$ cat src/rtl/code_shifter_pkg.sv
// Shared constants for the code_shifter variable-length code packer.
package code_shifter_pkg;

  localparam int DEFAULT_WIDTH = 16;

  // Fill-count width for a queue of 2*w bits (must hold the value 2*w).
  function automatic int cnt_width(input int w);
    return $clog2(2 * w) + 1;
  endfunction

endpackage

$ cat src/rtl/code_shifter.sv
// Packs variable-length codes MSB-first into WIDTH-bit words, with flush support.
// Optional simulation checks are enabled by defining CODE_SHIFTER_ASSERT_EN.
module code_shifter
  import code_shifter_pkg::*;
#(
  parameter int WIDTH = DEFAULT_WIDTH
) (
  input  logic                   clk,
  input  logic                   rst,
  input  logic                   ena_in,
  output logic                   rdy_out,
  input  logic [WIDTH-1:0]       code,
  input  logic [$clog2(WIDTH):0] size,
  input  logic                   flush,
  output logic                   ena_out,
  input  logic                   rdy_in,
  output logic [WIDTH-1:0]       out
);

  localparam int CW = cnt_width(WIDTH);
  localparam int SW = $clog2(WIDTH) + 1;
  localparam int QW = 2 * WIDTH;
  localparam logic [CW-1:0] C_WIDTH = CW'(WIDTH);

  // Queue is MSB-justified: oldest bit at r_q[QW-1], bits below r_cnt stay zero.
  logic [QW-1:0]    r_q;
  logic [CW-1:0]    r_cnt;
  logic             r_pend;
  logic             r_rdy;
  logic             r_ena;
  logic [WIDTH-1:0] r_out;

  logic             w_accept;
  logic             w_free;
  logic             w_pend;
  logic             w_pend_next;
  logic [SW-1:0]    w_size_clamp;
  logic [CW-1:0]    w_size;
  logic [CW-1:0]    w_shamt;
  logic [CW-1:0]    w_cnt_app;
  logic [CW-1:0]    w_cnt_next;
  logic [QW-1:0]    w_code_ext;
  logic [QW-1:0]    w_q_app;
  logic [QW-1:0]    w_q_next;
  logic [WIDTH-1:0] w_out_next;
  logic             w_ena_next;

  assign w_accept     = ena_in && r_rdy;
  assign w_free       = !r_ena || rdy_in;
  assign w_pend       = r_pend || flush;
  assign w_size_clamp = (size > SW'(WIDTH)) ? SW'(WIDTH) : size;
  assign w_size       = CW'(w_size_clamp);
  assign w_code_ext   = {{WIDTH{1'b0}}, code} & ((QW'(1) << w_size) - QW'(1));
  assign w_shamt      = CW'(QW) - r_cnt - w_size;
  assign w_q_app      = r_q | (w_accept ? (w_code_ext << w_shamt) : '0);
  assign w_cnt_app    = r_cnt + (w_accept ? w_size : '0);

  always_comb begin
    w_q_next   = w_q_app;
    w_cnt_next = w_cnt_app;
    w_out_next = r_out;
    w_ena_next = r_ena;
    if (w_free) begin
      if (w_cnt_app >= C_WIDTH) begin
        w_out_next = w_q_app[QW-1 -: WIDTH];
        w_ena_next = 1'b1;
        w_q_next   = w_q_app << WIDTH;
        w_cnt_next = w_cnt_app - C_WIDTH;
      end else if (w_pend && (w_cnt_app != '0)) begin
        // Partial word: the zero bits below cnt provide the padding.
        w_out_next = w_q_app[QW-1 -: WIDTH];
        w_ena_next = 1'b1;
        w_q_next   = '0;
        w_cnt_next = '0;
      end else begin
        w_ena_next = 1'b0;
      end
    end
  end

  assign w_pend_next = w_pend && (w_cnt_next != '0);

  always_ff @(posedge clk) begin
    if (rst) begin
      r_q    <= '0;
      r_cnt  <= '0;
      r_pend <= 1'b0;
      r_rdy  <= 1'b1;
      r_ena  <= 1'b0;
      r_out  <= '0;
    end else begin
      r_q    <= w_q_next;
      r_cnt  <= w_cnt_next;
      r_pend <= w_pend_next;
      r_rdy  <= (w_cnt_next < C_WIDTH) && !w_pend_next;
      r_ena  <= w_ena_next;
      r_out  <= w_out_next;
    end
  end

  assign rdy_out = r_rdy;
  assign ena_out = r_ena;
  assign out     = r_out;

`ifdef CODE_SHIFTER_ASSERT_EN
  always_ff @(posedge clk) begin
    if (!rst) begin
      a_size_range: assert (!(ena_in && (size > SW'(WIDTH))));
      a_cnt_range:  assert (r_cnt <= CW'(QW));
    end
  end
`endif

endmodule

$ cat config.mk
export PLATFORM = sky130hd
export DESIGN_NAME = code_shifter
export DESIGN_NICKNAME = d
export VERILOG_FILES = /design/src/rtl/code_shifter_pkg.sv /design/src/rtl/code_shifter.sv
export SDC_FILE = /design/constraint.sdc
export NUM_CORES = 1
export LEC_CHECK = 0
export ABC_AREA = 1
export BUFFER_PORTS_ARGS = -buffer_cell sky130_fd_sc_hd__buf_2
export CAP_MARGIN = 10
export CORE_ASPECT_RATIO = 0.8
export CORE_MARGIN = 2
export CORE_UTILIZATION = 60
export DETAILED_ROUTE_END_ITERATION = 7
export PLACE_DENSITY = 0.84
export SETUP_SLACK_MARGIN = 0.1
export SLEW_MARGIN = 20
export SYNTH_ARGS = -nofsm -noshare
export SYNTH_HDL_FRONTEND = slang
export SYNTH_SLANG_ARGS = --single-unit
$ cat constraint.sdc
create_clock -name clk -period 4.4 [get_ports clk]
set_clock_uncertainty 0.2 [all_clocks]
set_input_delay 0.22 -clock clk [delete_from_list [all_inputs] [get_ports clk]]
set_output_delay 0.22 -clock clk [all_outputs]
set_load 0.005 [all_outputs]
==> flow_metrics.tcl <==
set metrics [dict create \
    final_core_util_pct 68.2 \
    rsz0062_at_grt "false" \
    crit_type "flop to flop" \
    dieArea_mm2 0.00771 \
    drt-initial-drc-count 418 \
    power.density_mw_per_mm2 597 \
    grt_antenna_before_repair 0 \
    clkSinkCount 57 \
    hold_viol 0 \
    finalCriticalPeriod_ns 3.75 \
    cts_buffer_depth 2 \
    n_antenna_cell 0 \
    required_ns 4.49 \
    peakVddDrop_uv 520 \
    grt_usage_pct 29.7 \
    drtAntennaViolNets 0 \
    ys_seq_elements 57 \
    std_cell_rows 27 \
    start_util_pct 61.7 \
    synth_most_common_cell "nand2_1" \
    path_cells "nand2_1 -> nor2_1 -> ha_1 -> a21oi_1 -> nand2_1 -> a21oi_1 -> nor2_1 -> nor2_1 -> xor2_1 -> ha_1 -> nand3_1 -> nand2_1 -> inv_2 -> nor2_2 -> inv_2 -> nor2_2 -> nand2_1 -> nand2_1" \
    cts_inserted_buffers 9 \
    clk_pin_slew_ns 0.07 \
    drt_wl_total_mm 10.9 \
    syn_area_mm2 0.00421 \
    first_global_vias 4082 \
    h-tree-depth 3 \
    overflow 0 \
    cts_resized 0 \
    drive_above_1_share_pct 13.5 \
    cts_tree "yes" \
    avgSynthCellArea_um2 6.07 \
    stdcell_area_mm2 0.00465 \
    syn_to_final_growth_pct 10.5 \
    synth_cell_types 42 \
    status "completed" \
    via_per_inst 5.48 \
    final_max_slew_viol_count 0 \
    cpPeakStageDelay_ns 0.53 \
    syn_nets 740 \
    hpwl_mm 8.47 \
    synth_area_leaders "dfxtp_1 27%, nand2_1 21%, nand3_1 13%" \
    final_nets 774 \
    crit_top_cell "nand2_1" \
    power_leakage_nw 2.44 \
    worst-path-buf-inv 2 \
    clock_latency_ns 0.35 \
    die_x_um 97.7 \
    gp_congestion 0.942 \
    synth_flop_cell "dfxtp_1" \
    slew_headroom_pct 54.1 \
    synthArstFlopShare_pct 0 \
    crit_path_top_delay_cell "nor2_2" \
    io_pins 44 \
    clock.fmax_ghz 0.267 \
    synthTopCellsByCount "234 x nand2_1, 107 x nand3_1, 83 x inv_1" \
    setup_tns_ns 0 \
    drv_cap 0 \
    timing.final.crit_share_pct 85.2 \
    yosysTopAreaCell "dfxtp_1" \
    startpoint_type "flop" \
    worstPathArrival_ns 3.84 \
    portBuffers 43 \
    wl_per_cell_um 13.3 \
    yosysSeqAreaShare_pct 27.1 \
    cp_top_family "simple AND/OR/NAND/NOR gates" \
    netlist.area_leader.share_pct 27.1 \
    synth-edff-count 0 \
    hp-class "input port to flop" \
    core_area_mm2 0.00682 \
    path_max_fanout 16 \
    holdWs_ns 0.0867 \
    firstDrtPassIters 5 \
    grt_max_degree 26 \
    cp-end-kind "flop" \
    syn-instance-count 694 \
    grt_pass1_wl_mm 18.8 \
    finalSetupViolations 0 \
    num_vias 4490 \
    dpl-instance-area_mm2 0.00444 \
    drc_errors 0 \
    cts_root_buf "clkbuf_8" \
    yosysWarnings 0 \
    tightest_slew_ns 0.687 \
    fp.dieH_um 78.9 \
    finalPower_mw 2.78 \
]
-- placed cells by master, fill, tap and decap left out, types with 2 or more instances in the layout --
cell type,netlist,final
nand4_1,13,13
inv_4,2,2
dfxtp_1,57,57
nand4_2,2,2
o21ai_2,2,2
inv_1,83,83
buf_2,18,43
fa_1,2,2
nand3_2,3,3
ha_1,18,18
xnor2_1,2,2
nor3_1,2,2
a21oi_1,25,25
nor2_1,49,49
o21a_1,2,2
buf_4,1,5
nand2_2,5,5
o211ai_1,4,4
clkinv_4,0,2
a31oi_1,4,4
o21ai_0,11,11
clkbuf_8,0,9
xor2_1,4,4
inv_2,7,7
nand2_1,234,234
inv_6,0,2
clkinv_1,3,3
nor2_2,6,6
or2_1,2,2
nand3_1,107,107
xor2_2,2,2
o21ai_1,7,7
-- layer usage --
metal  routed length (um)  up-vias  GRT usage [%]
met5                    0        -              0
met4                  147        0           6.94
met3                  861       18           5.81
met2                 4920      187           48.8
met1                 5000     2003           40.8
li1                     -     2282              -
-- registers in the layout, indices dropped and copies added, names as in the netlist --
signal / cells
out: 16
r_q: 32
r_pend: 1
r_cnt: 6
rdy_out: 1
ena_out: 1
-- cells by family (layout without fill, tap and decap cells) --
logic type / count (synthesis) / after routing / synth area share (%)
flops: 57 / 57 / 27.1
compound gates: 60 / 60 / 8.26
buf+inv: 121 / 160 / 11.7
simple gates: 428 / 428 / 44.6
fa+ha+maj: 20 / 20 / 6.30
xor+xnor: 8 / 8 / 2.02
-- worst paths after layout --
kind | depth (start not counted) | endpoint | slack, ns | start
hold reg to reg | 2 | out[11]$_SDFFE_PP0P_ | 0.25 | out[11]$_SDFFE_PP0P_
setup / recovery | 18 | r_q[25]$_SDFF_PP0_ | 0.65 | rdy_out$_SDFF_PP1_
setup reg to reg | 18 | r_q[25]$_SDFF_PP0_ | 0.65 | rdy_out$_SDFF_PP1_
hold / removal | 4 | ena_out$_SDFFE_PP0N_ | 0.09 | rdy_in
-- final cells by class --
type	instances	area, um^2
multi-input combinational	516	2580
fill	659	2170
sequential	57	1140
inverter	95	362
timing repair buffer	49	263
clock buffer	9	124
tap	87	109
clock inverter	7	77.6
-- what timing repair did --
| action | CTS | global route |
|---|---|---|
| hold buffers | 1 | 0 |
| endpoints found under the hold margin | 1 | 0 |
| setup endpoints to repair | 0 | 0 |
| buffers inserted | 0 | 0 |
-- where the power goes --
group          total (mW)  internal, mW  switching [mW]
logic                1.61         0.480            1.13
registers           0.663         0.618          0.0444
clock network       0.508         0.266           0.242
-- through the flow --
| step | std cells | worst slack [ns] |
|---|---|---|
| final | 820 | 0.650 |
| after global placement | 803 | 0.638 |
| after detailed placement | 803 | 0.428 |
| after CTS | 820 | 0.712 |
| after global routing | 820 | 0.262 |
| after floorplan | 694 | 1.13 |
-- worst min-delay path, cell delays in order --
cell,delay (ns)
buf_2,0.08
nor2_1,0.07
o21ai_0,0.18
inv_1,0.04
No activity file was read; power rests on OpenSTA's default activity.
